[src/rtl/mem_port_arbiter_if.sv]
// Bus bundle for the data-memory port arbiter: the CPU data bus, the single
// memory port and the screen-word stream towards the display serializer.
interface mem_port_arbiter_if #(
  parameter int ADDR_W = 15,
  parameter int DATA_W = 16
);
  // CPU data bus
  logic              cpu_req;
  logic              cpu_we;
  logic [ADDR_W-1:0] cpu_adr;
  logic [DATA_W-1:0] cpu_wdata;
  logic              cpu_ready;
  logic [DATA_W-1:0] cpu_rdata;
  // shared memory port
  logic              mem_load;
  logic [ADDR_W-1:0] mem_adr;
  logic [DATA_W-1:0] mem_din;
  logic [DATA_W-1:0] mem_dout;
  // screen word stream
  logic              vid_enable;
  logic              vid_valid;
  logic              vid_ready;
  logic [DATA_W-1:0] vid_data;
  logic [12:0]       vid_idx;
  logic              vid_frame_start;

  // arbiter side
  modport slave (
    input  cpu_req, cpu_we, cpu_adr, cpu_wdata, mem_dout, vid_enable, vid_ready,
    output cpu_ready, cpu_rdata, mem_load, mem_adr, mem_din,
           vid_valid, vid_data, vid_idx, vid_frame_start
  );

  // environment side (CPU, memory, display)
  modport master (
    output cpu_req, cpu_we, cpu_adr, cpu_wdata, mem_dout, vid_enable, vid_ready,
    input  cpu_ready, cpu_rdata, mem_load, mem_adr, mem_din,
           vid_valid, vid_data, vid_idx, vid_frame_start
  );
endinterface

[src/rtl/mem_port_arbiter.sv]
// Shares the single data-memory port between the CPU and the video scan
// engine. The CPU has priority, but video is never denied more than MAX_WAIT
// consecutive cycles while it wants a word. The scan engine walks the screen
// region one word per grant and inserts a blanking gap between frames.
module mem_port_arbiter #(
  parameter int ADDR_W       = 15,
  parameter int DATA_W       = 16,
  parameter int SCREEN_BASE  = 16384,
  parameter int SCREEN_WORDS = 8192,
  parameter int BLANK_CYCLES = 64,
  parameter int MAX_WAIT     = 4
) (
  input  logic               clk,
  input  logic               reset,
  mem_port_arbiter_if.slave  bus
);

  localparam int IDX_W  = 13;
  localparam int BLK_W  = $clog2(BLANK_CYCLES + 1);
  localparam int WAIT_W = $clog2(MAX_WAIT + 1);

  typedef enum logic [1:0] {ST_OFF, ST_SCAN, ST_BLANK} state_t;

  state_t              state_q, state_d;
  logic [IDX_W-1:0]    ptr_q, ptr_d;
  logic [BLK_W-1:0]    blank_q, blank_d;
  logic [WAIT_W-1:0]   wait_q, wait_d;
  logic                vid_valid_q, vid_valid_d;
  logic [DATA_W-1:0]   vid_data_q, vid_data_d;
  logic [IDX_W-1:0]    vid_idx_q, vid_idx_d;

  logic vid_want;
  logic vid_gnt;
  logic cpu_gnt;

  // Per-cycle arbitration: video only wins against a CPU request once its wait budget is spent
  always_comb begin
    vid_want = (state_q == ST_SCAN) && (!vid_valid_q || bus.vid_ready);
    vid_gnt  = vid_want && (!bus.cpu_req || (wait_q == WAIT_W'(MAX_WAIT)));
    cpu_gnt  = bus.cpu_req && !vid_gnt;
  end

  // Memory port steering; reset suppresses CPU handshakes and writes
  always_comb begin
    bus.mem_load  = 1'b0;
    bus.mem_adr   = '0;
    bus.mem_din   = bus.cpu_wdata;
    bus.cpu_ready = 1'b0;
    bus.cpu_rdata = bus.mem_dout;
    if (vid_gnt) begin
      bus.mem_adr = ADDR_W'(SCREEN_BASE) + ADDR_W'(ptr_q);
    end else if (cpu_gnt) begin
      bus.mem_adr   = bus.cpu_adr;
      bus.mem_load  = bus.cpu_we && !reset;
      bus.cpu_ready = !reset;
    end
  end

  // Scan FSM, wait counter and output word register next-state
  always_comb begin
    state_d     = state_q;
    ptr_d       = ptr_q;
    blank_d     = blank_q;
    wait_d      = wait_q;
    vid_valid_d = vid_valid_q;
    vid_data_d  = vid_data_q;
    vid_idx_d   = vid_idx_q;

    if (!vid_want || vid_gnt) begin
      wait_d = '0;
    end else if (wait_q != WAIT_W'(MAX_WAIT)) begin
      wait_d = wait_q + 1'b1;
    end

    // a fetch refills the word register; otherwise acceptance empties it
    if (vid_gnt) begin
      vid_valid_d = 1'b1;
      vid_data_d  = bus.mem_dout;
      vid_idx_d   = ptr_q;
    end else if (vid_valid_q && bus.vid_ready) begin
      vid_valid_d = 1'b0;
    end

    case (state_q)
      ST_OFF: begin
        ptr_d   = '0;
        blank_d = '0;
        if (bus.vid_enable) state_d = ST_SCAN;
      end
      ST_SCAN: begin
        if (vid_gnt) begin
          if (ptr_q == IDX_W'(SCREEN_WORDS - 1)) begin
            ptr_d   = '0;
            state_d = ST_BLANK;
          end else begin
            ptr_d = ptr_q + 1'b1;
          end
        end
      end
      ST_BLANK: begin
        if (blank_q == BLK_W'(BLANK_CYCLES - 1)) begin
          blank_d = '0;
          state_d = ST_SCAN;
        end else begin
          blank_d = blank_q + 1'b1;
        end
      end
      default: state_d = ST_OFF;
    endcase

    // disabling drops any pending word and restarts the frame from index 0
    if (!bus.vid_enable) begin
      state_d     = ST_OFF;
      ptr_d       = '0;
      blank_d     = '0;
      vid_valid_d = 1'b0;
    end
  end

  // State registers with synchronous reset
  always_ff @(posedge clk) begin
    if (reset) begin
      state_q     <= ST_OFF;
      ptr_q       <= '0;
      blank_q     <= '0;
      wait_q      <= '0;
      vid_valid_q <= 1'b0;
      vid_data_q  <= '0;
      vid_idx_q   <= '0;
    end else begin
      state_q     <= state_d;
      ptr_q       <= ptr_d;
      blank_q     <= blank_d;
      wait_q      <= wait_d;
      vid_valid_q <= vid_valid_d;
      vid_data_q  <= vid_data_d;
      vid_idx_q   <= vid_idx_d;
    end
  end

  assign bus.vid_valid       = vid_valid_q;
  assign bus.vid_data        = vid_data_q;
  assign bus.vid_idx         = vid_idx_q;
  assign bus.vid_frame_start = vid_valid_q && (vid_idx_q == '0);

endmodule

[src/flat_wrapper.sv]
// flat-port wrapper written by rule: the top's interface ports become plain ports
module mem_port_arbiter_flat 
#(
  parameter int ADDR_W       = 15,
  parameter int DATA_W       = 16,
  parameter int SCREEN_BASE  = 16384,
  parameter int SCREEN_WORDS = 8192,
  parameter int BLANK_CYCLES = 64,
  parameter int MAX_WAIT     = 4
)
  (clk, reset, bus_cpu_req, bus_cpu_we, bus_cpu_adr, bus_cpu_wdata, bus_mem_dout, bus_vid_enable, bus_vid_ready, bus_cpu_ready, bus_cpu_rdata, bus_mem_load, bus_mem_adr, bus_mem_din, bus_vid_valid, bus_vid_data, bus_vid_idx, bus_vid_frame_start);
  mem_port_arbiter_if #(.ADDR_W(ADDR_W), .DATA_W(DATA_W)) bus_i ();
  input  logic clk;
  input  logic reset;
  input wire logic [$bits(bus_i.cpu_req)-1:0] bus_cpu_req;
  input wire logic [$bits(bus_i.cpu_we)-1:0] bus_cpu_we;
  input wire logic [$bits(bus_i.cpu_adr)-1:0] bus_cpu_adr;
  input wire logic [$bits(bus_i.cpu_wdata)-1:0] bus_cpu_wdata;
  input wire logic [$bits(bus_i.mem_dout)-1:0] bus_mem_dout;
  input wire logic [$bits(bus_i.vid_enable)-1:0] bus_vid_enable;
  input wire logic [$bits(bus_i.vid_ready)-1:0] bus_vid_ready;
  output wire logic [$bits(bus_i.cpu_ready)-1:0] bus_cpu_ready;
  output wire logic [$bits(bus_i.cpu_rdata)-1:0] bus_cpu_rdata;
  output wire logic [$bits(bus_i.mem_load)-1:0] bus_mem_load;
  output wire logic [$bits(bus_i.mem_adr)-1:0] bus_mem_adr;
  output wire logic [$bits(bus_i.mem_din)-1:0] bus_mem_din;
  output wire logic [$bits(bus_i.vid_valid)-1:0] bus_vid_valid;
  output wire logic [$bits(bus_i.vid_data)-1:0] bus_vid_data;
  output wire logic [$bits(bus_i.vid_idx)-1:0] bus_vid_idx;
  output wire logic [$bits(bus_i.vid_frame_start)-1:0] bus_vid_frame_start;
  assign bus_i.cpu_req = bus_cpu_req;
  assign bus_i.cpu_we = bus_cpu_we;
  assign bus_i.cpu_adr = bus_cpu_adr;
  assign bus_i.cpu_wdata = bus_cpu_wdata;
  assign bus_i.mem_dout = bus_mem_dout;
  assign bus_i.vid_enable = bus_vid_enable;
  assign bus_i.vid_ready = bus_vid_ready;
  assign bus_cpu_ready = bus_i.cpu_ready;
  assign bus_cpu_rdata = bus_i.cpu_rdata;
  assign bus_mem_load = bus_i.mem_load;
  assign bus_mem_adr = bus_i.mem_adr;
  assign bus_mem_din = bus_i.mem_din;
  assign bus_vid_valid = bus_i.vid_valid;
  assign bus_vid_data = bus_i.vid_data;
  assign bus_vid_idx = bus_i.vid_idx;
  assign bus_vid_frame_start = bus_i.vid_frame_start;
  mem_port_arbiter #(.ADDR_W(ADDR_W), .DATA_W(DATA_W), .SCREEN_BASE(SCREEN_BASE), .SCREEN_WORDS(SCREEN_WORDS), .BLANK_CYCLES(BLANK_CYCLES), .MAX_WAIT(MAX_WAIT)) u_core (.clk(clk), .reset(reset), .bus(bus_i));
endmodule
[config.mk]
export PLATFORM = sky130hd
export DESIGN_NAME = mem_port_arbiter_flat
export DESIGN_NICKNAME = d
export VERILOG_FILES = /design/src/rtl/mem_port_arbiter_if.sv /design/src/rtl/mem_port_arbiter.sv /design/src/flat_wrapper.sv
export SDC_FILE = /design/constraint.sdc
export NUM_CORES = 1
export LEC_CHECK = 0
export ABC_AREA = 0
export BUFFER_PORTS_ARGS = -buffer_cell sky130_fd_sc_hd__buf_2
export CAP_MARGIN = 10
export CORE_MARGIN = 4
export CORE_UTILIZATION = 48
export CTS_BUF_LIST = sky130_fd_sc_hd__clkbuf_8
export CTS_CLUSTER_SIZE = 40
export DETAILED_ROUTE_END_ITERATION = 10
export PLACE_DENSITY = 0.87
export SLEW_MARGIN = 10
export SYNTH_ARGS = -nofsm -noshare
export SYNTH_HDL_FRONTEND = slang
export SYNTH_SLANG_ARGS = --single-unit
export TNS_END_PERCENT = 1
[constraint.sdc]
create_clock -name clk -period 2.34 [get_ports clk]
set_input_delay 0.234 -clock clk [delete_from_list [all_inputs] [get_ports clk]]
set_output_delay 0.234 -clock clk [all_outputs]
set_load 0.005 [all_outputs]
==> impl_results.md, run 1 <==
- Vias in the first global route: 2361
- Vias: 2625
- Crit start category: flop
- Fin. Hold Viols: 0
- Worst Tran Pin Value: 779.5 ps
- R2R cell count: 5
- EDFF count, synth: 0
- Share of post-route cells with drive strength above 1: 29.43%
- Overall die height: 84.91 um
- Hold WC Path Type: in2reg
- Status: finished, final reports clean
- Post-Syn Area: 2839 um2
- FFs w/ async S/R, synth: 0%
- Worst EP arrival: 1980 ps
- Setup TNS: 0 ps
- CP Capture Type: primary output
- DRC violations left: 0
- Setup WS pre-CTS: 457.8 ps
- P per Cell Area: 520.5 nW/um2
- Synth top area share: 38.78%
- IO buf count: 100
- Clock-pin slew on the worst setup and hold paths: 100 ps
- Detail-routed net length per standard cell: 13.79 um
- Largest net degree at the start of global routing: 43
- Setup violations, final: 0
- Reg2reg setup slack: 420 ps
- Layout Nets: 474
- Total number of yosys warnings: 0
- Most frequent cells in the layout: 100 x buf_2, 78 x nand2_1, 55 x dfxtp_1, 38 x a21oi_1, 18 x inv_1
- Worst EP required: 2110 ps
- Routed Antenna Nets: 0
- Clk sinks: 55
- Leading area contributor after synthesis: dfxtp_1
- Die area: 7209 um2
- Syn_nets: 418
- Mapped Cells: 361
- Non-Filler Instances: 490
- Avg Cell Area, Syn: 7.864 um2
- 1st-iter DRT viols: 310
- Most used DFF post-synth: dfxtp_1
- Initial Util: 50.62%
- Diodes inserted: 0
- CTS Root Cell: clkbuf_8
- Area added between synthesis and finish: 11.72%
- Final Wtd Congestion: 0.8558
- Unrepaired setup endpoints after global routing: no
- Fin. max-slew vios: 0
- DPL Wire Length: 5118 um
- Drt first pass iters: 4
- All-Layer GR Usage: 18.11%
- WS Path Type: reg2out
- Leak Pwr: 1.354 nW
- Worst r2r dst: u_core.ptr_q[7]$_SDFFE_PP0P_
- VDD IR-drop max: 0.2574 mV
- Final Skew: 9.029 ps
- Tcrit/Tclk final: 94.49%
- Setup ws final: 128.9 ps
- CTS Buf Count: 5
- Max-cap violation count: 0
- # IOs: 133
- Cell variety after synth: 51
- Worst Setup SP: u_core.state_q[0]$_SDFFE_PP0P_
- Synth top area cells: dfxtp_1 39%, nand2_1 10%, buf_4 9.8%
- #FFs+latches synth: 55
- Relative slew slack: 48.03%
- Cells after DPL: 482
- Most common cell after layout, fill and taps aside: buf_2
- Die W: 84.91 um
- CTS tree: built
- Final Critical Period: 2211 ps
- Initial antenna violation count: 0
- Sequential-to-total area share from yosys stat: 38.78%
- Grt total ovfl: 0
- First-pass GRT wire length: 10890 um
- FF-to-FF Start: u_core.state_q[0]$_SDFFE_PP0P_
- H-Tree Depth: 2
- Max Fclk: 452.3 MHz
- Peak fanout along the critical path: 42
- Core Area: 5608 um2
- Worst skew pair latency: 310 ps
- Final wirelength: 6755 um
- CTS max path bufs: 2
- Critical path destination: bus_mem_adr[0]
- Via density: 5.357
- Num rows: 27
==> stage by stage <==
| step | hold WS [ps] | cell area [um2] | total power, mW | util [%] |
|---|---|---|---|---|
| floorplan | 370.0 | 2839 | 1.095 | - |
| CTS | 151.9 | 3169 | 1.661 | 56.51 |
| detailed placement | 445.0 | 3075 | 1.139 | 54.84 |
| finish | 153.1 | 3172 | 1.651 | 56.56 |
| global placement | 432.3 | 3075 | 1.135 | 54.84 |
| global route | 152.1 | 3172 | 1.721 | 56.56 |
==> flip-flops by register name, summed over array words and instances (netlist names) <==
signal	count
u_core.bus.vid_idx	13
u_core.blank_q	7
u_core.state_q	2
u_core.wait_q	3
u_core.bus.vid_data	16
u_core.ptr_q	13
u_core.bus.vid_valid	1
==> Yosys cell counts, types with 2 or more instances <==
library cell and instances:
a21oi_1 38, nand4_1 9, a211oi_1 3, o21ai_0 15
ha_1 4, nand2_1 79, buf_2 3, buf_4 37
nand3_1 12, o211ai_1 3, a32oi_1 2, xor2_1 3
nor2_1 11, clkbuf_1 9, dfxtp_1 55, nand3b_1 2
inv_1 18, nand2b_1 2, or3_1 4, nor2b_1 2
and3_1 5, buf_6 5, a31oi_1 8, nor4_1 5
==> critical path: stages, from the launching register on <==
cell and delay (ps):
dfxtp_1 470, nor2b_4 340, and3_1 260, buf_12 210, nand2_1 130, o21ai_0 90
buf_2 140
==> power by group <==
part | leakage, nW | switching, mW | internal, mW
clock network | 0.0443 | 0.319 | 0.215
logic | 0.865 | 0.0905 | 0.0732
registers | 0.444 | 0.00674 | 0.947
total | 1.35 | 0.417 | 1.23
==> worst min-delay path by stage <==
stage | endpoint | start | cells past startpoint
3_3_place_gp | u_core.blank_q[6]$_SDFFE_PP0P_ | u_core.blank_q[6]$_SDFFE_PP0P_ | 2
4_1_cts | u_core.bus.vid_data[14]$_SDFFE_PP0P_ | bus_mem_dout[14] | 3
5_1_grt | u_core.bus.vid_data[14]$_SDFFE_PP0P_ | bus_mem_dout[14] | 3
6_report | u_core.bus.vid_data[14]$_SDFFE_PP0P_ | bus_mem_dout[14] | 3
2_1_floorplan | u_core.bus.vid_data[0]$_SDFFE_PP0P_ | bus_mem_dout[0] | 2
3_5_place_dp | u_core.blank_q[6]$_SDFFE_PP0P_ | u_core.blank_q[6]$_SDFFE_PP0P_ | 2
==> cell families (layout without fill, tap and decap cells) <==
family	Yosys count	count (layout)	share of synthesized area, %
compound gates	77	77	15.69
xor+xnor	4	4	1.234
fa+ha+maj	4	4	1.763
buf+inv	73	130	16.35
flops	55	55	38.78
mux	2	2	0.7492
simple gates	146	146	25.43
==> metal layers <==
| layer | up-vias | track usage [%] | routed length, um |
|---|---|---|---|
| li1 | 1314 | - | - |
| met1 | 1186 | 21.74 | 2602 |
| met2 | 110 | 31.39 | 3442 |
| met3 | 15 | 3.786 | 549 |
| met4 | 0 | 7.482 | 160 |
| met5 | - | 0 | 0 |
==> cell type report <==
class | count | area [um2]
Clock buffer | 5 | 68.82
Clock inverter | 3 | 25.02
Fill cell | 531 | 2436
Inverter | 18 | 67.56
Multi-Input combinational cell | 233 | 1276
Sequential cell | 55 | 1101
Tap cell | 72 | 90.09
Timing Repair Buffer | 104 | 543.0
==> repair_timing <==
| item | 4_1_cts | 5_1_grt |
|---|---|---|
| hold buffers | 0 | 0 |
| endpoints found under the setup margin | 0 | 3 |
| resized for setup | 0 | 1 |
| buffers inserted | 0 | 0 |
No activity file was read; power rests on OpenSTA's default activity.
==> run 2, diff against run 1 <==
- PLACE_DENSITY: 0.87 -> 0.93
- RECOVER_POWER: default -> 100
==> run 2 against run 1 <==
Cell count is 0.82% higher. Flip-flop and latch count unchanged. Combinational power about the same. Cell area shrank 1.4%. Largest power group unchanged. Fmax grew 0.34%. Worst hold slack lost 11 ps. Sequential share of layout area rose by 0.49 points. Clock skew grew 0.96 ps. Highest routed layer unchanged. Count of clock-buffer cells in the layout stayed put.
==> impl_results.md, run 2 (synthesis gave the netlist of run 1 again) <==
- Share of post-route cells with drive strength above 1: 18.48%
- Clock-pin slew on the worst setup and hold paths: 100 ps
- WS Path Type: reg2out
- Fillcell total: 537
- Vias in the first global route: 2546
- Die W: 84.91 um
- Grt total ovfl: 0
- CTS tree: built
- Multi-input logic area: 1256 um2
- CTS Buf Count: 5
- Final wirelength: 7396 um
- Num rows: 27
- Cells after DPL: 483
- Worst Tran Pin Value: 554.7 ps
- CP top delay family: simple AND/OR/NAND/NOR gates
- Max-cap violation count: 0
- Fin. max-slew vios: 0
- Slowest-stage cell, CP: dfxtp_1
- Relative slew slack: 63.02%
- Layout Nets: 478
- Die area: 7209 um2
- Final Skew: 9.993 ps
- Cts hold-fix bufs: 0
- Tcrit/Tclk final: 94.17%
- Diodes inserted: 0
- Largest net degree at the start of global routing: 43
- First-pass GRT wire length: 11630 um
- Unrepaired setup endpoints after global routing: no
- Via density: 5.522
- Fin Hold WS: 142.0 ps
- Vias: 2728
- DRC violations left: 0
- DP Area: 3083 um2
- VDD IR-drop max: 0.4582 mV
- Setup ws final: 136.4 ps
- Final Cell Area: 3128 um2
- Most common cell after layout, fill and taps aside: nand2_1
- H-Tree Depth: 2
- Worst Path Buf+Inv: 3
- Worst EP required: 2110 ps
- Max reg flops: 16
- P per Cell Area: 534.5 nW/um2
- Final core utilization: 55.78%
- Final Wtd Congestion: 0.8728
- Drt first pass iters: 6
- Final Critical Period: 2204 ps
- CTS Root Cell: clkbuf_8
- Initial Util: 50.62%
- Max Fclk: 453.8 MHz
- Detail-routed net length per standard cell: 14.97 um
- Setup violations, final: 0
- Most frequent cells in the layout: 78 x nand2_1, 55 x dfxtp_1, 54 x buf_2, 46 x clkbuf_1, 39 x a21oi_1
- IO buf count: 100
- Hold WC Path Type: in2reg
- Area added between synthesis and finish: 10.18%
- Worst path cell trace: inv_1 -> ha_1 -> a21bo_2 -> and3_1 -> buf_12 -> nand2_1 -> o21ai_0 -> clkbuf_1
- Setup WS pre-CTS: 355.6 ps
- Peak fanout along the critical path: 42
- # IOs: 133
- Clk sinks: 55
- Register area: 1101 um2
- Core Area: 5608 um2
- Overall die height: 84.91 um
- Setup TNS: 0 ps
- Fin. Hold Viols: 0
- Leak Pwr: 1.198 nW
- Routed Antenna Nets: 0
- Non-Filler Instances: 494
- Worst skew pair latency: 310 ps
- CTS max path bufs: 2
- Status: finished, final reports clean
- DPL Wire Length: 5431 um
- Pwr Total: 1.672 mW
- Crit path largest cell delay: 340 ps
- All-Layer GR Usage: 19.44%
- Crit start category: flop
- CP Capture Type: primary output
- Worst EP arrival: 1970 ps
- 1st-iter DRT viols: 229
- Initial antenna violation count: 0
run 2: cell types whose count changed in the layout (fill, tap and decap cells not counted), moves of 2 or more:
cell      change
buf_4         +2
buf_2        -46
clkbuf_1     +46
clkinv_4      -2
run 2: worst min-delay path, delay by kind of cell:
kind / cells / cell delay, ps
AO/OA/AOI/OAI: 1 / 50
buffers and inverters: 1 / 80
AND/OR/NAND/NOR: 1 / 50
run 2: what timing repair did:
item / CTS / global route
gates resized for setup: 0 / 2
buffers inserted: 0 / 3
endpoints found under the setup margin: 0 / 15
run 2: worst paths after layout:
kind / from / endpoint / slack (ps) / cells past startpoint
worst max-delay path: u_core.wait_q[0]$_SDFFE_PP0N_ / bus_mem_adr[7] / 140 / 8
worst min-delay path: bus_mem_dout[8] / u_core.bus.vid_data[8]$_SDFFE_PP0P_ / 140 / 3
worst max register to register: u_core.ptr_q[0]$_SDFFE_PP0P_ / u_core.ptr_q[5]$_SDFFE_PP0P_ / 140 / 5
worst min register to register: u_core.bus.vid_data[8]$_SDFFE_PP0P_ / u_core.bus.vid_data[8]$_SDFFE_PP0P_ / 460 / 2
run 2: power by group:
| group | total [mW] | internal, mW | switching, mW |
|---|---|---|---|
| registers | 0.954 | 0.947 | 0.00713 |
| clock network | 0.552 | 0.222 | 0.330 |
| logic | 0.166 | 0.0700 | 0.0958 |
run 2: layer usage:
layer / track usage, % / wire (um) / share of wire, %
met1: 22.26 / 2788 / 38
met2: 34.66 / 3725 / 50
met3: 5.146 / 746 / 10
met4: 7.050 / 135 / 1.8
met5: 0 / 0 / 0
run 2: cell type report:
class / count / share of cell area (%)
well taps: 72 / 2.880
multi-input cells: 233 / 40.16
repair buffers: 108 / 16.52
flip-flops and latches: 55 / 35.20
inverters: 18 / 2.160
clock inverters: 3 / 0.8800
clock buffers: 5 / 2.200
